==> src/rtl/reg_file_pkg.sv <==
// reg_file_pkg: shared defaults, depth helper and zero-register address for the register file
package reg_file_pkg;
  localparam int DATA_W_DEF = 8;
  localparam int ADDR_W_DEF = 4;
  localparam int ZERO_ADDR = 0;
  function automatic int depth_of(input int aw);
    return 1 << aw;
  endfunction
  localparam int DEPTH_DEF = depth_of(ADDR_W_DEF);
endpackage

==> src/rtl/reg_file_rdport.sv <==
// reg_file_rdport: registered read mux with write-first data bypass and post-edge busy view
module reg_file_rdport import reg_file_pkg::*; #(
  parameter int DATA_W = DATA_W_DEF,
  parameter int ADDR_W = ADDR_W_DEF,
  localparam int DEPTH = depth_of(ADDR_W)
) (
  input  logic                        clk,
  input  logic                        rst,
  input  logic [DEPTH-1:0][DATA_W-1:0] i_mem,
  input  logic [DEPTH-1:0]            i_busy_nxt,
  input  logic [ADDR_W-1:0]           i_addr,
  input  logic                        i_wr,
  input  logic [ADDR_W-1:0]           i_wr_addr,
  input  logic [DATA_W-1:0]           i_wr_data,
  output logic [DATA_W-1:0]           o_data,
  output logic                        o_busy
);
  // capture the addressed register, preferring same-cycle write data; busy comes from the next-state vector
  always_ff @(posedge clk or posedge rst)
    if (rst) begin
      o_data <= '0;
      o_busy <= 1'b0;
    end else begin
      o_data <= (i_wr && i_wr_addr == i_addr) ? i_wr_data : i_mem[i_addr];
      o_busy <= i_busy_nxt[i_addr];
    end
endmodule

==> src/rtl/reg_file_mp.sv <==
// reg_file_mp: 1W/2R register file with bypass, optional zero register and load-lock scoreboard
module reg_file_mp import reg_file_pkg::*; #(
  parameter int DATA_W = DATA_W_DEF,
  parameter int ADDR_W = ADDR_W_DEF,
  parameter int ZERO_R0 = 0
) (
  input  logic              clk,
  input  logic              CLB,
  input  logic              wr_en,
  input  logic [ADDR_W-1:0] wr_addr,
  input  logic [DATA_W-1:0] wr_data,
  input  logic [ADDR_W-1:0] rd_addr_a,
  output logic [DATA_W-1:0] rd_data_a,
  output logic              rd_busy_a,
  input  logic [ADDR_W-1:0] rd_addr_b,
  output logic [DATA_W-1:0] rd_data_b,
  output logic              rd_busy_b,
  input  logic              lock_en,
  input  logic [ADDR_W-1:0] lock_addr,
  output logic              lock_ok
);
  localparam int DEPTH = depth_of(ADDR_W);
  localparam logic [ADDR_W-1:0] ZA = ADDR_W'(ZERO_ADDR);
  logic [DEPTH-1:0][DATA_W-1:0] r_mem;
  logic [DEPTH-1:0] r_busy, w_busy_nxt;
  logic w_wr, w_lock_ok, w_lock_set;
  // a write-back in the same cycle frees the register, so the lock may take it; lock wins on busy
  always_comb begin
    w_wr = wr_en && !(ZERO_R0 != 0 && wr_addr == ZA);
    w_lock_ok = lock_en && (!r_busy[lock_addr] || (wr_en && wr_addr == lock_addr));
    w_lock_set = w_lock_ok && !(ZERO_R0 != 0 && lock_addr == ZA);
    w_busy_nxt = r_busy;
    if (w_wr) w_busy_nxt[wr_addr] = 1'b0;
    if (w_lock_set) w_busy_nxt[lock_addr] = 1'b1;
  end
  // storage, scoreboard and lock grant
  always_ff @(posedge clk or posedge CLB)
    if (CLB) begin
      r_mem <= '0;
      r_busy <= '0;
      lock_ok <= 1'b0;
    end else begin
      if (w_wr) r_mem[wr_addr] <= wr_data;
      r_busy <= w_busy_nxt;
      lock_ok <= w_lock_ok;
    end
  reg_file_rdport #(.DATA_W(DATA_W), .ADDR_W(ADDR_W)) u_rd_a (
    .clk(clk), .rst(CLB), .i_mem(r_mem), .i_busy_nxt(w_busy_nxt), .i_addr(rd_addr_a),
    .i_wr(w_wr), .i_wr_addr(wr_addr), .i_wr_data(wr_data), .o_data(rd_data_a), .o_busy(rd_busy_a)
  );
  reg_file_rdport #(.DATA_W(DATA_W), .ADDR_W(ADDR_W)) u_rd_b (
    .clk(clk), .rst(CLB), .i_mem(r_mem), .i_busy_nxt(w_busy_nxt), .i_addr(rd_addr_b),
    .i_wr(w_wr), .i_wr_addr(wr_addr), .i_wr_data(wr_data), .o_data(rd_data_b), .o_busy(rd_busy_b)
  );
endmodule
==> config.mk <==
export PLATFORM = sky130hd
export DESIGN_NAME = reg_file_mp
export DESIGN_NICKNAME = d
export VERILOG_FILES = /design/src/rtl/reg_file_pkg.sv /design/src/rtl/reg_file_rdport.sv /design/src/rtl/reg_file_mp.sv
export SDC_FILE = /design/constraint.sdc
export NUM_CORES = 1
export LEC_CHECK = 0
export ABC_AREA = 1
export BUFFER_PORTS_ARGS = -buffer_cell sky130_fd_sc_hd__buf_4
export CAP_MARGIN = 20
export CORE_UTILIZATION = 62
export CTS_CLUSTER_SIZE = 30
export DETAILED_ROUTE_END_ITERATION = 7
export HOLD_SLACK_MARGIN = 0.12
export PLACE_DENSITY_LB_ADDON = 0.08
export SLEW_MARGIN = 20
export SYNTH_ARGS = -nofsm -noshare
export SYNTH_HDL_FRONTEND = slang
export SYNTH_SLANG_ARGS = --single-unit
==> constraint.sdc <==
create_clock -name clk -period 6.6 [get_ports clk]
set_input_delay 0.33 -clock clk [delete_from_list [all_inputs] [get_ports clk]]
set_output_delay 0.33 -clock clk [all_outputs]
set_load 0.03 [all_outputs]
# Word-level counts from Yosys, hierarchy flattened
# Cells that the tools add are included.
[word_totals]
reg_bits = 163
inputBits = 28
out_inout_bits = 19
elab_cells = 63
[classes]
n_lt_le_gt_ge = 6
eq_ne = 3
n_mux = 21
bitwise = 3
reduce_logical = 8
[ops]
columns = ["op", "count"]
rows = [
  ["128-bit bitwise mux", 1],
  ["8-bit binary-select mux with 4-bit select", 2],
  ["8-bit 2-to-1 mux", 5],
  ["8-bit demux with 4-bit select", 1],
  ["16-bit 2-to-1 mux", 2],
  ["4-bit by 5-bit less-than comparator with 1-bit output (second input constant)", 4],
  ["16-bit AND", 1],
  ["16-bit NOT", 1],
  ["16-bit OR", 1],
  ["1-bit binary-select mux with 4-bit select", 3],
  ["4-bit equality test", 3],
  ["1-bit demux with 4-bit select", 2],
  ["4-bit by 1-bit >= comparator with 1-bit output (second input constant)", 2],
  ["1-bit logical AND", 6],
  ["1-bit 2-to-1 mux", 5],
  ["1-bit zero test", 1],
  ["1-bit logical OR", 1],
]

# Logic depth before layout (Yosys ltp)
# Gate-level depths: netlist of run 1.
[depth]
ltp_word = 11
depth_mapped = 15

# Hierarchy
# A second synthesis of run 1 with hierarchy kept.
[hier_totals]
cells_unflattened = 1537
area_unflattened_um2 = 10077.2
[by_module_without_submodules]
columns = ["mod", "n_inst", "cells_per_inst", "area_each_um2", "seq_area_each_um2"]
rows = [
  ["reg_file_mp", 1, 609, 5617.9, 3628.5],
  ["reg_file_rdport", 2, 464, 2229.6, 225.2],
]

# Least setup slack after synthesis of run 1
# OpenSTA, ideal clock, no wires.
[synth_path]
kind = "input -> register"
from = "input lock_addr[1]"
to = "register u_rd_b.o_busy"
setup_time_ns = 0.065
arrival_time_ns = 1.607
t_required_ns = 6.535
path_slack_ns = 4.928
path_stages = 14
path_cell_list = "buf_2 inv_1 nand2_1 nand2_1 nand2_1 nand2_2 o21ai_4 buf_6 nand3_2 nand3_1 nand3_1 nand3_1 nand3_1 nand2_1"
[synth_between]
elab_chain_len = 8
elab_cells_between_ends = 16
[synth_rtl]
columns = ["element", "line_no", "rtl"]
rows = [
  ["start: declaration", "reg_file_mp.sv:19", "input logic [ADDR_W-1:0] lock_addr,"],
  ["4-bit by 5-bit less-than comparator with 1-bit output (not written as such), or another cell as far along", "reg_file_mp.sv:34", "if (w_lock_set) w_busy_nxt[lock_addr] = 1'b1;"],
  ["1-bit logical AND (not written as such) or 1-bit 2-to-1 mux (tied branches)", "reg_file_mp.sv:34, reg_file_mp.sv:30", ""],
  ["1-bit 2-to-1 mux (not written as such) or 1-bit zero test (tied branches)", "reg_file_mp.sv:34, reg_file_mp.sv:30", ""],
  ["1-bit demux with 4-bit select or 1-bit logical OR (tied branches)", "reg_file_mp.sv:34, reg_file_mp.sv:30", ""],
  ["16-bit OR (no source line) or 1-bit logical AND (tied branches)", "--", ""],
  ["16-bit 2-to-1 mux (*)", "reg_file_mp.sv:34", ""],
  ["1-bit binary-select mux with 4-bit select (*)", "reg_file_rdport.sv:25", "o_busy <= i_busy_nxt[i_addr];"],
  ["1-bit 2-to-1 mux (not written as such) (*)", "reg_file_rdport.sv:25", ""],
  ["end signal: assignment", "reg_file_rdport.sv:25", ""],
  ["end: declaration", "reg_file_rdport.sv:16", "output logic o_busy"],
]
# Every way passes the cells marked *; elsewhere a longest branch is shown, timed or not. The select of a mux whose other input is x is not followed.
# A chain may end at the register's enable or synchronous reset.

# Worst setup path after layout of run 1
[layout_path]
from = "input rd_addr_b[1]"
to = "register u_rd_b.o_data[3]"
[layout_between]
elab_chain_len = 3
elab_cells_between_ends = 5
[layout_rtl]
columns = ["element", "line_no", "rtl"]
rows = [
  ["start: declaration", "reg_file_mp.sv:15", "input logic [ADDR_W-1:0] rd_addr_b,"],
  ["8-bit binary-select mux with 4-bit select or 4-bit equality test (tied branches)", "reg_file_rdport.sv:24", "o_data <= (i_wr && i_wr_addr == i_addr) ? i_wr_data : i_mem[i_addr];"],
  ["8-bit 2-to-1 mux (not written as such) or 1-bit logical AND (tied branches)", "reg_file_rdport.sv:24", ""],
  ["8-bit 2-to-1 mux (*)", "reg_file_rdport.sv:24", ""],
  ["end signal: assignment", "reg_file_rdport.sv:24", ""],
  ["end: declaration", "reg_file_rdport.sv:15", "output logic [DATA_W-1:0] o_data,"],
]
# Marks and branches as above.

==> flow_summary.toml, run 1 <==
[run_status]
status = "complete, no violations"

[detailed_routing]
wl_um = 26900
drc = 0
postRouteAntennaNets = 0
num_vias = 8717
routedWlPerCell_um = 19.5
drt-initial-drc-count = 1267
vias_per_cell = 6.34
drt_pass1_iterations = 7

[clock_tree]
clock_latency_ns = 0.43
clock_path_buffers = 2
clk_pin_slew_ns = 0.06
postCtsSetupBuffers = 0
cts_root_buffer = "clkbuf_16"
cts_made_buffers = 17
clock_sinks = 163
cts_max_level = 4
cts_tree = "built"

[worst_setup_path]
cp-endpoint = "u_rd_b.o_data[3]"
cp-startpoint = "rd_addr_b[1]"
endpoint_kind = "register"
rrSetupSlack_ns = 4.53
critPathKind = "in -> reg"
worstPathArrival_ns = 2.60
required_ns = 6.88
cp_max_fo = 62
start_kind = "input port"
rr_endpoint = "u_rd_b.o_busy"
timing.rr.start = "r_busy[11]"
worstRegToRegCells = 13

[yosys]
seq_area_frac_synth = 0.457
avgSynthCellArea_um2 = 7.40
ys_ff_latch = 163
yosysWarningCount = 0
synth_area_mm2 = 0.00892
yosys.cell_types.count = 25
syn_inst = 1205
synth_nets = 1233

[power]
peakVddDrop_v = 0.000190
intPower_mw = 2.03
power_density_mw_per_mm2 = 305
pwr-share-seq = 0.448
p_leak_nw = 4.47
clockPowerShare = 0.337
combPwrFrac = 0.215
p_sw_mw = 0.957
p_sw_frac = 0.320

[sta]
clock.fmax_mhz = 432
setup-tns-final_ns = 0
fin_skew_ns = 0.00593
min_period_ns = 2.32
finalHoldViolCount = 0
setup_viol = 0
relSlewSlack = 0.321
fin_crit_sh = 0.351
drv_slew = 0
rsz0062_at_grt = "no"
worst_pin_slew_ns = 1.02

[layout]
final_area_mm2 = 0.00978
area_growth_pct = 9.69
diodes = 0
nets = 1212
regArea_mm2 = 0.00408
nFillCells = 1184
multi_input_area_mm2 = 0.00417
drive_gt1_frac = 0.0803
layout_commonest_cell = "o21ai_0"
final_cell_mix = "268 x o21ai_0, 240 x nand2_1, 163 x dfrtp_1"

[global_route]
grt_pass1_vias = 7814
grt_overflow = 0
grt_max_degree = 106
antenna_found_initial = 0
grt.total_usage = 0.378
grt_pass1_wl_um = 42500

[floorplan]
die_w_um = 122
die-area_mm2 = 0.0149
die_height_um = 122
initial_core_util = 0.640
ioPinCount = 47
core_area_mm2 = 0.0139
placementRows = 43

[place]
gp_congestion = 0.988
hpwlAfterDp_um = 17300
dpl_cell_area_mm2 = 0.00916
io_buffer_count = 46

[min_path]
min_path_type = "in -> reg"

[run]
max-cap-violations = 0
-- state kept, by name, indices dropped and copies added (netlist names) --
signal and cells:
u_rd_a.o_data 8, u_rd_a.o_busy 1, lock_ok 1, u_rd_b.o_data 8, r_mem 128, u_rd_b.o_busy 1, r_busy 16
-- layout make-up --
type                       instances  share of cell area
inverter                          86              0.0335
multi-input combinational        865               0.426
clock buffer                      23              0.0509
sequential                       163               0.417
tap                              180              0.0230
timing repair buffer              51              0.0398
clock inverter                     8              0.0102
-- timing repair --
action | CTS | global route
hold buffers | 1 | 0
endpoints found under the hold margin | 85 | 0
gates resized for setup | 0 | 0
setup endpoints to repair | 0 | 0
-- worst min path at each step --
stage | startpoint | end | slack, ns | depth (start not counted)
global route | wr_data[1] | r_mem[113] | 0.18 | 3
global placement | r_mem[73] | r_mem[73] | 0.47 | 2
finish | wr_data[1] | r_mem[113] | 0.16 | 3
CTS | wr_data[6] | r_mem[118] | 0.15 | 3
floorplan | wr_data[0] | r_mem[104] | 0.45 | 2
detailed placement | r_mem[75] | r_mem[75] | 0.47 | 2
-- synth_stat cells, drive strengths merged --
master,number,share of area
buf,19,0.011
nor2,78,0.033
o2111ai,2,0.0020
nor3,4,0.0022
nand2,241,0.10
o22ai,3,0.0021
xor2,1,0.00098
clkinv,2,0.00084
nand3,117,0.071
a221oi,2,0.0020
inv,84,0.035
nand4,1,0.00070
o21ai,269,0.15
a21oi,83,0.047
clkbuf,72,0.030
a31oi,16,0.011
dfrtp,163,0.46
o211ai,48,0.040
-- worst max-delay path, stage by stage --
cell	delay [ns]
buf_4	0.54
inv_1	0.50
a221oi_1	0.43
o2111ai_2	0.45
nor2_1	0.25
a31oi_1	0.06
-- per-layer routing --
layer	global-route usage	up-vias	wire [um]	share of wire
met4	0.157	0	899	0.033
met2	0.565	564	12100	0.45
met1	0.539	4024	11100	0.41
met5	0	-	0	0
met3	0.0726	77	2710	0.10
li1	-	4052	-	-
-- kinds of logic after synthesis --
group	Yosys count	share of synthesized area
AOI/OAI and AO/OA	423	0.256
xor gates and xnor gates	1	0.000982
buffers and inverters	177	0.0772
DFF	163	0.457
and+or+nand+nor	441	0.208
-- through the flow --
stage | utilization | hold slack (ns) | setup WS (ns) | cells | total power [mW]
CTS | 0.701 | 0.153 | 4.17 | 1376 | 2.98
detailed placement | 0.657 | 0.473 | 3.75 | 1344 | 1.98
global route | 0.702 | 0.176 | 4.14 | 1376 | 3.13
floorplan | - | 0.451 | 1.87 | 1205 | 1.78
global placement | 0.657 | 0.468 | 3.88 | 1344 | 1.95
finish | 0.702 | 0.160 | 4.28 | 1376 | 2.99
-- power groups by stage --
stage	Clock [mW]	Combinational [mW]	Sequential, mW
global route	1.05	0.722	1.36
floorplan	0	0.434	1.34
global placement	0	0.613	1.34
finish	1.01	0.644	1.34
detailed placement	0	0.631	1.35
CTS	1.01	0.635	1.33
Power figures use the tool's default switching activity.
==> run 2, diff against run 1 <==
- ABC_AREA: 1 -> 0
- CORE_UTILIZATION: 62 -> 56
- clock period: 6.6 -> 1.9 ns (I/O delays scaled with it)
==> run 2 against run 1 <==
Net effect:
- the run now ends with negative setup slack left
- non-clock buffer count rose by 90
- sequential power grew to 3.7 times the previous value
- sequential share of layout area shrank 3.9 points
- clock power grew to 3.4 times the previous value
- critical path type is now reg -> reg
- largest power group unchanged
==> flow_summary.toml, run 2 <==
[yosys]
synth_nets = 645
syn_inst = 617
async_flop_share = 1.00
yosysWarningCount = 0
ys_top_cells_by_count = "163 x dfrtp_1, 145 x mux2_2, 81 x mux4_2"
synth-main-ff-cell = "dfrtp_1"
synth.most_common_cell = "dfrtp_1"
yosys.cell_types.count = 57
ys_ff_latch = 163
seq_area_frac_synth = 0.455
yosys-top-cells-area = "dfrtp_1 46%, mux4_2 20%, mux2_2 18%"
yosysTopAreaCellShare = 0.455
synth_area_mm2 = 0.00896
synth-edff-count = 0
yosysTopAreaCell = "dfrtp_1"
avgSynthCellArea_um2 = 14.5

[floorplan]
die_w_um = 129
placementRows = 45
core_area_mm2 = 0.0154
initial_core_util = 0.581
ioPinCount = 47
die_height_um = 129
die-area_mm2 = 0.0165

[clock_tree]
cts_root_buffer = "clkbuf_16"
clock_latency_ns = 0.44
cts_made_buffers = 17
clock_sinks = 163
cts_max_level = 4
clock_path_buffers = 2
cts_tree = "built"
clk_pin_slew_ns = 0.06

[worst_setup_path]
worstPathArrival_ns = 2.34
required_ns = 2.23
cp_max_fo = 4
worstRegToRegCells = 8
critPathKind = "reg -> reg"
start_kind = "register"
endpoint_kind = "register"

[place]
gp_congestion = 0.932
dpl.cell_count = 900
io_buffer_count = 46
hpwlAfterDp_um = 16300

[layout]
fin_util = 0.699
regMostFlops = "r_mem"
area_growth_pct = 20.3
fin_cells = 949
largest_reg_flops = 128
layout_commonest_cell = "dfrtp_1"
diodes = 0
reg_top3 = "r_mem x128, r_busy x16"
drive_gt1_frac = 0.556
nets = 753
final_cell_mix = "163 x dfrtp_1, 145 x mux2_2, 121 x buf_4"

[sta]
worst_pin_slew_ns = 0.571
fin_ws_ns = -0.114
clock.fmax_mhz = 496
rsz0062_at_grt = "yes"
finalHoldViolCount = 0
min_period_ns = 2.01
relSlewSlack = 0.619
drv_slew = 0
fin_crit_sh = 1.06
fin_skew_ns = 0.0111
setup_viol = 2

[run]
max-cap-violations = 0

[global_route]
grt_pass1_wl_um = 38300
grt_overflow = 0
grt_max_degree = 73
grt.total_usage = 0.324
grt_pass1_vias = 6584
antenna_found_initial = 0

[detailed_routing]
routedWlPerCell_um = 25.6
drt_pass1_iterations = 5
num_vias = 6173
drt-initial-drc-count = 554
wl_um = 24300
drc = 0
postRouteAntennaNets = 0
vias_per_cell = 6.50

[run_status]
violations = "negative setup slack"
status = "finished, violations left"

[power]
peakVddDrop_v = 0.000824
power_density_mw_per_mm2 = 1090
p_leak_nw = 4.55

[min_path]
min_path_type = "in -> reg"
hold_depth = 5
-- run 2: changes by cell type in the layout (fill, tap and decap cells not counted), moves of 77 or more --
cell / delta
o21ai_0: -244
a21oi_1: -78
mux4_2: +83
mux2_2: +145
nand3_1: -103
inv_1: -77
nand2_1: -211
-- run 2: where the power goes --
group	switching, mW	internal, mW	total [mW]	leakage, nW
Combinational	1.41	1.97	3.38	2.26
Clock	1.47	1.97	3.45	0.285
Sequential	0.613	4.34	4.95	2.00
Total	3.50	8.28	11.8	4.55
-- run 2: layout make-up --
cell class	count	area [um2]
flip-flops and latches	163	4080
clock buffers	21	480
clock inverters	11	116
well taps	211	264
multi-input cells	396	4640
repair buffers	141	1180
inverters	6	26.3
fillers	1090	4650
-- run 2: timing repair --
| item | CTS | global route |
|---|---|---|
| hold buffers | 13 | 0 |
| endpoints found under the setup margin | 7 | 8 |
| endpoints found under the hold margin | 171 | 0 |
| gates resized for setup | 6 | 6 |
| setup buffers | 4 | 0 |
| pin swaps | 3 | 1 |
-- run 2: logic make-up after synthesis --
| group | Yosys count | share of synthesized area |
|---|---|---|
| AND/OR/NAND/NOR | 85 | 0.0505 |
| buffers and inverters | 58 | 0.0311 |
| XOR/XNOR | 15 | 0.0147 |
| flip-flops | 163 | 0.455 |
| multiplexers | 239 | 0.405 |
| AO/OA/AOI/OAI | 57 | 0.0431 |
-- run 2: routing by layer --
metal / vias up / global-route usage / share of wire
li1: 2588 / - / -
met1: 3278 / 0.423 / 0.40
met2: 252 / 0.541 / 0.51
met3: 55 / 0.0557 / 0.055
met4: 0 / 0.135 / 0.032
met5: - / 0 / 0
-- run 2: path summary, 6_finish.rpt --
kind	start	endpoint	slack, ns
max	r_busy[8]	u_rd_b.o_busy	-0.11
min	wr_addr[1]	r_busy[0]	0.19
max reg2reg	r_busy[8]	u_rd_b.o_busy	-0.11
min reg2reg	r_mem[93]	r_mem[93]	0.53
max in group asynchronous	CLB	r_busy[0]	0.86
min in group asynchronous	CLB	u_rd_a.o_data[1]	0.28
-- run 2: critical path, cell delays in order (launching register included) --
cell	delay [ns]
dfrtp_1	0.39
mux4_2	0.47
mux2i_2	0.22
a21oi_2	0.09
o31ai_2	0.24
buf_4	0.17
and3b_1	0.16
a311oi_1	0.05
o32ai_1	0.13
-- run 2: through the flow --
stage | power (mW) | hold slack (ns) | worst slack, ns | area, um2 | TNS [ns]
after global placement | 8.07 | 0.179 | -0.147 | 10000 | -0.349
after detailed placement | 8.23 | 0.185 | -0.196 | 10000 | -0.609
after CTS | 11.8 | 0.147 | -0.116 | 10800 | -0.172
after floorplan | 7.13 | 0.247 | -0.266 | 8980 | -43.33
final | 11.8 | 0.188 | -0.114 | 10800 | -0.217
after global routing | 12.3 | 0.178 | -0.204 | 10800 | -0.363
==> run 3, diff against run 2 <==
- PLACE_DENSITY: unset -> 0.77
- PLACE_DENSITY_LB_ADDON: 0.08 -> unset
==> run 3 against run 2 <==
Net effect:
- the flow still finishes with violations (negative setup slack)
- utilization grew 0.71 points
- final cell count rose by 0.11%
- non-clock buffer count increased by 1
- global-route usage rose by 0.13 points
- worst hold slack got worse by 0.0050 ns
- critical path type unchanged
- highest routed layer unchanged
==> flow_summary.toml, run 3 (same netlist as run 2, synthesis figures left out) <==
[run_status]
status = "finished, violations left"
violations = "negative setup slack"

[worst_setup_path]
worst-path-buf-inv = 0
worstRegToRegCells = 7
worstPathArrival_ns = 2.33
cp_top_family = "compound AO/OA/AOI/OAI gates"
required_ns = 2.23
start_kind = "register"
critPathKind = "reg -> reg"
cpPeakStageDelay_ns = 0.50
cp_max_fo = 4
path_depth = 7
cp-endpoint = "u_rd_a.o_busy"
timing.rr.start = "r_busy[1]"
rrSetupSlack_ns = -0.1
endpoint_kind = "register"
cp-startpoint = "r_busy[1]"
cp_slowest_cell = "mux4_2"
rr_endpoint = "u_rd_a.o_busy"
cp_cell_sequence = "mux4_2, mux2i_4, a21oi_4, o41ai_2, nand2_1, a31o_1, o32ai_2"

[floorplan]
initial_core_util = 0.581
die_w_um = 129
core_area_mm2 = 0.0154
placementRows = 45
die_height_um = 129
ioPinCount = 47
die-area_mm2 = 0.0165

[clock_tree]
clock_path_buffers = 2
cts_tree = "built"
clock_sinks = 163
clock_latency_ns = 0.43
cts_made_buffers = 17
cts_root_buffer = "clkbuf_16"
clk_pin_slew_ns = 0.06
cts_max_level = 4

[global_route]
grt_pass1_vias = 6614
grt_max_degree = 31
grt_overflow = 0
grt.total_usage = 0.325
antenna_found_initial = 0
grt_pass1_wl_um = 38800

[layout]
final_area_mm2 = 0.0109
diodes = 0
regMostFlops = "r_mem"
final_cell_mix = "163 x dfrtp_1, 145 x mux2_2, 119 x buf_4"
drive_gt1_frac = 0.558
reg_top3 = "r_mem x128, r_busy x16"
layout_commonest_cell = "dfrtp_1"
nets = 754
largest_reg_flops = 128
nFillCells = 1055
area_growth_pct = 21.5

[sta]
fin_crit_sh = 1.05
relSlewSlack = 0.489
fin_ws_ns = -0.0977
rsz0062_at_grt = "yes"
setup_viol = 3
worst_pin_slew_ns = 0.765
fin_skew_ns = 0.0127
clock.fmax_mhz = 501
finalHoldViolCount = 0
min_period_ns = 2.00
drv_slew = 0

[detailed_routing]
drc = 0
routedWlPerCell_um = 25.9
wl_um = 24600
postRouteAntennaNets = 0
num_vias = 6247
drt-initial-drc-count = 429
vias_per_cell = 6.58
drt_pass1_iterations = 5

[power]
total_power_mw = 12.0
pwr-share-seq = 0.415
p_leak_nw = 4.58
power_density_mw_per_mm2 = 1100
p_sw_mw = 3.51
p_sw_frac = 0.294
combPwrFrac = 0.290
clockPowerShare = 0.295
peakVddDrop_v = 0.000747
intPower_mw = 8.45

[min_path]
min_path_type = "in -> reg"

[place]
io_buffer_count = 46
gp_congestion = 0.922
hpwlAfterDp_um = 16400
dpl_cell_area_mm2 = 0.0100

[run]
max-cap-violations = 0
run 3: cell types whose count changed in the layout (fill, tap and decap cells not counted), sizes merged:
| cell | change |
|---|---|
| inv | -2 |
| clkbuf | -1 |
| clkinvlp | -2 |
| buf | +2 |
| bufinv | +2 |
| clkinv | +3 |
| dlygate4sd3 | -1 |
run 3: how the worst min path moves through the flow:
stage	from	slack [ns]	to	cells past startpoint
finish	wr_addr[1]	0.18	r_busy[0]	5
global route	rd_addr_a[3]	0.19	u_rd_a.o_busy	3
CTS	wr_addr[1]	0.16	r_busy[0]	5
detailed placement	CLB	0.27	r_mem[122]	2
global placement	CLB	0.27	r_mem[58]	2
floorplan	wr_data[3]	0.25	u_rd_b.o_data[3]	1
run 3: repair_timing:
item,in CTS,in global routing
hold buffers,12,0
pin swaps,4,4
gates resized for setup,9,13
endpoints found under the hold margin,168,0
setup buffers,4,2
setup endpoints to repair,8,7
run 3: power by group through the flow:
stage	sequential, mW	clock [mW]	combinational (mW)
global route	5.05	3.72	3.67
floorplan	5.00	0	2.12
CTS	4.93	3.56	3.39
global placement	4.89	0	3.16
finish	4.96	3.52	3.47
detailed placement	4.97	0	3.25
run 3: area by class of cell:
cell class	instances	area [um2]	share of cell area
clock inverters	12	153	0.0140
multi-input cells	396	4690	0.430
clock buffers	20	447	0.0410
inverters	6	26.3	0.00241
repair buffers	142	1230	0.113
flip-flops and latches	163	4080	0.375
well taps	211	264	0.0242
run 3: metal layers:
layer	vias up	wire length, um	global-route usage
li1	2579	-	-
met1	3297	9470	0.410
met2	291	12600	0.537
met3	80	1530	0.0757
met4	0	998	0.152
met5	-	0	0
run 3: worst register-to-register path, stage by stage, from the launching register on:
cell     delay, ns
dfrtp_1       0.39
mux4_2        0.50
mux2i_4       0.21
a21oi_4       0.08
o41ai_2       0.32
nand2_1       0.10
a31o_1        0.23
o32ai_2       0.08
run 3: stage by stage:
| step | hold slack, ns | setup WS, ns | util | setup TNS (ns) | cells |
|---|---|---|---|---|---|
| after CTS | 0.163 | -0.0374 | 0.702 | -0.0374 | 948 |
| final | 0.182 | -0.0977 | 0.706 | -0.132 | 950 |
| after global routing | 0.187 | -0.123 | 0.706 | -0.234 | 950 |
| after detailed placement | 0.271 | -0.190 | 0.651 | -0.660 | 900 |
| after global placement | 0.267 | -0.109 | 0.651 | -0.254 | 900 |
| after floorplan | 0.247 | -0.266 | - | -43.33 | 617 |
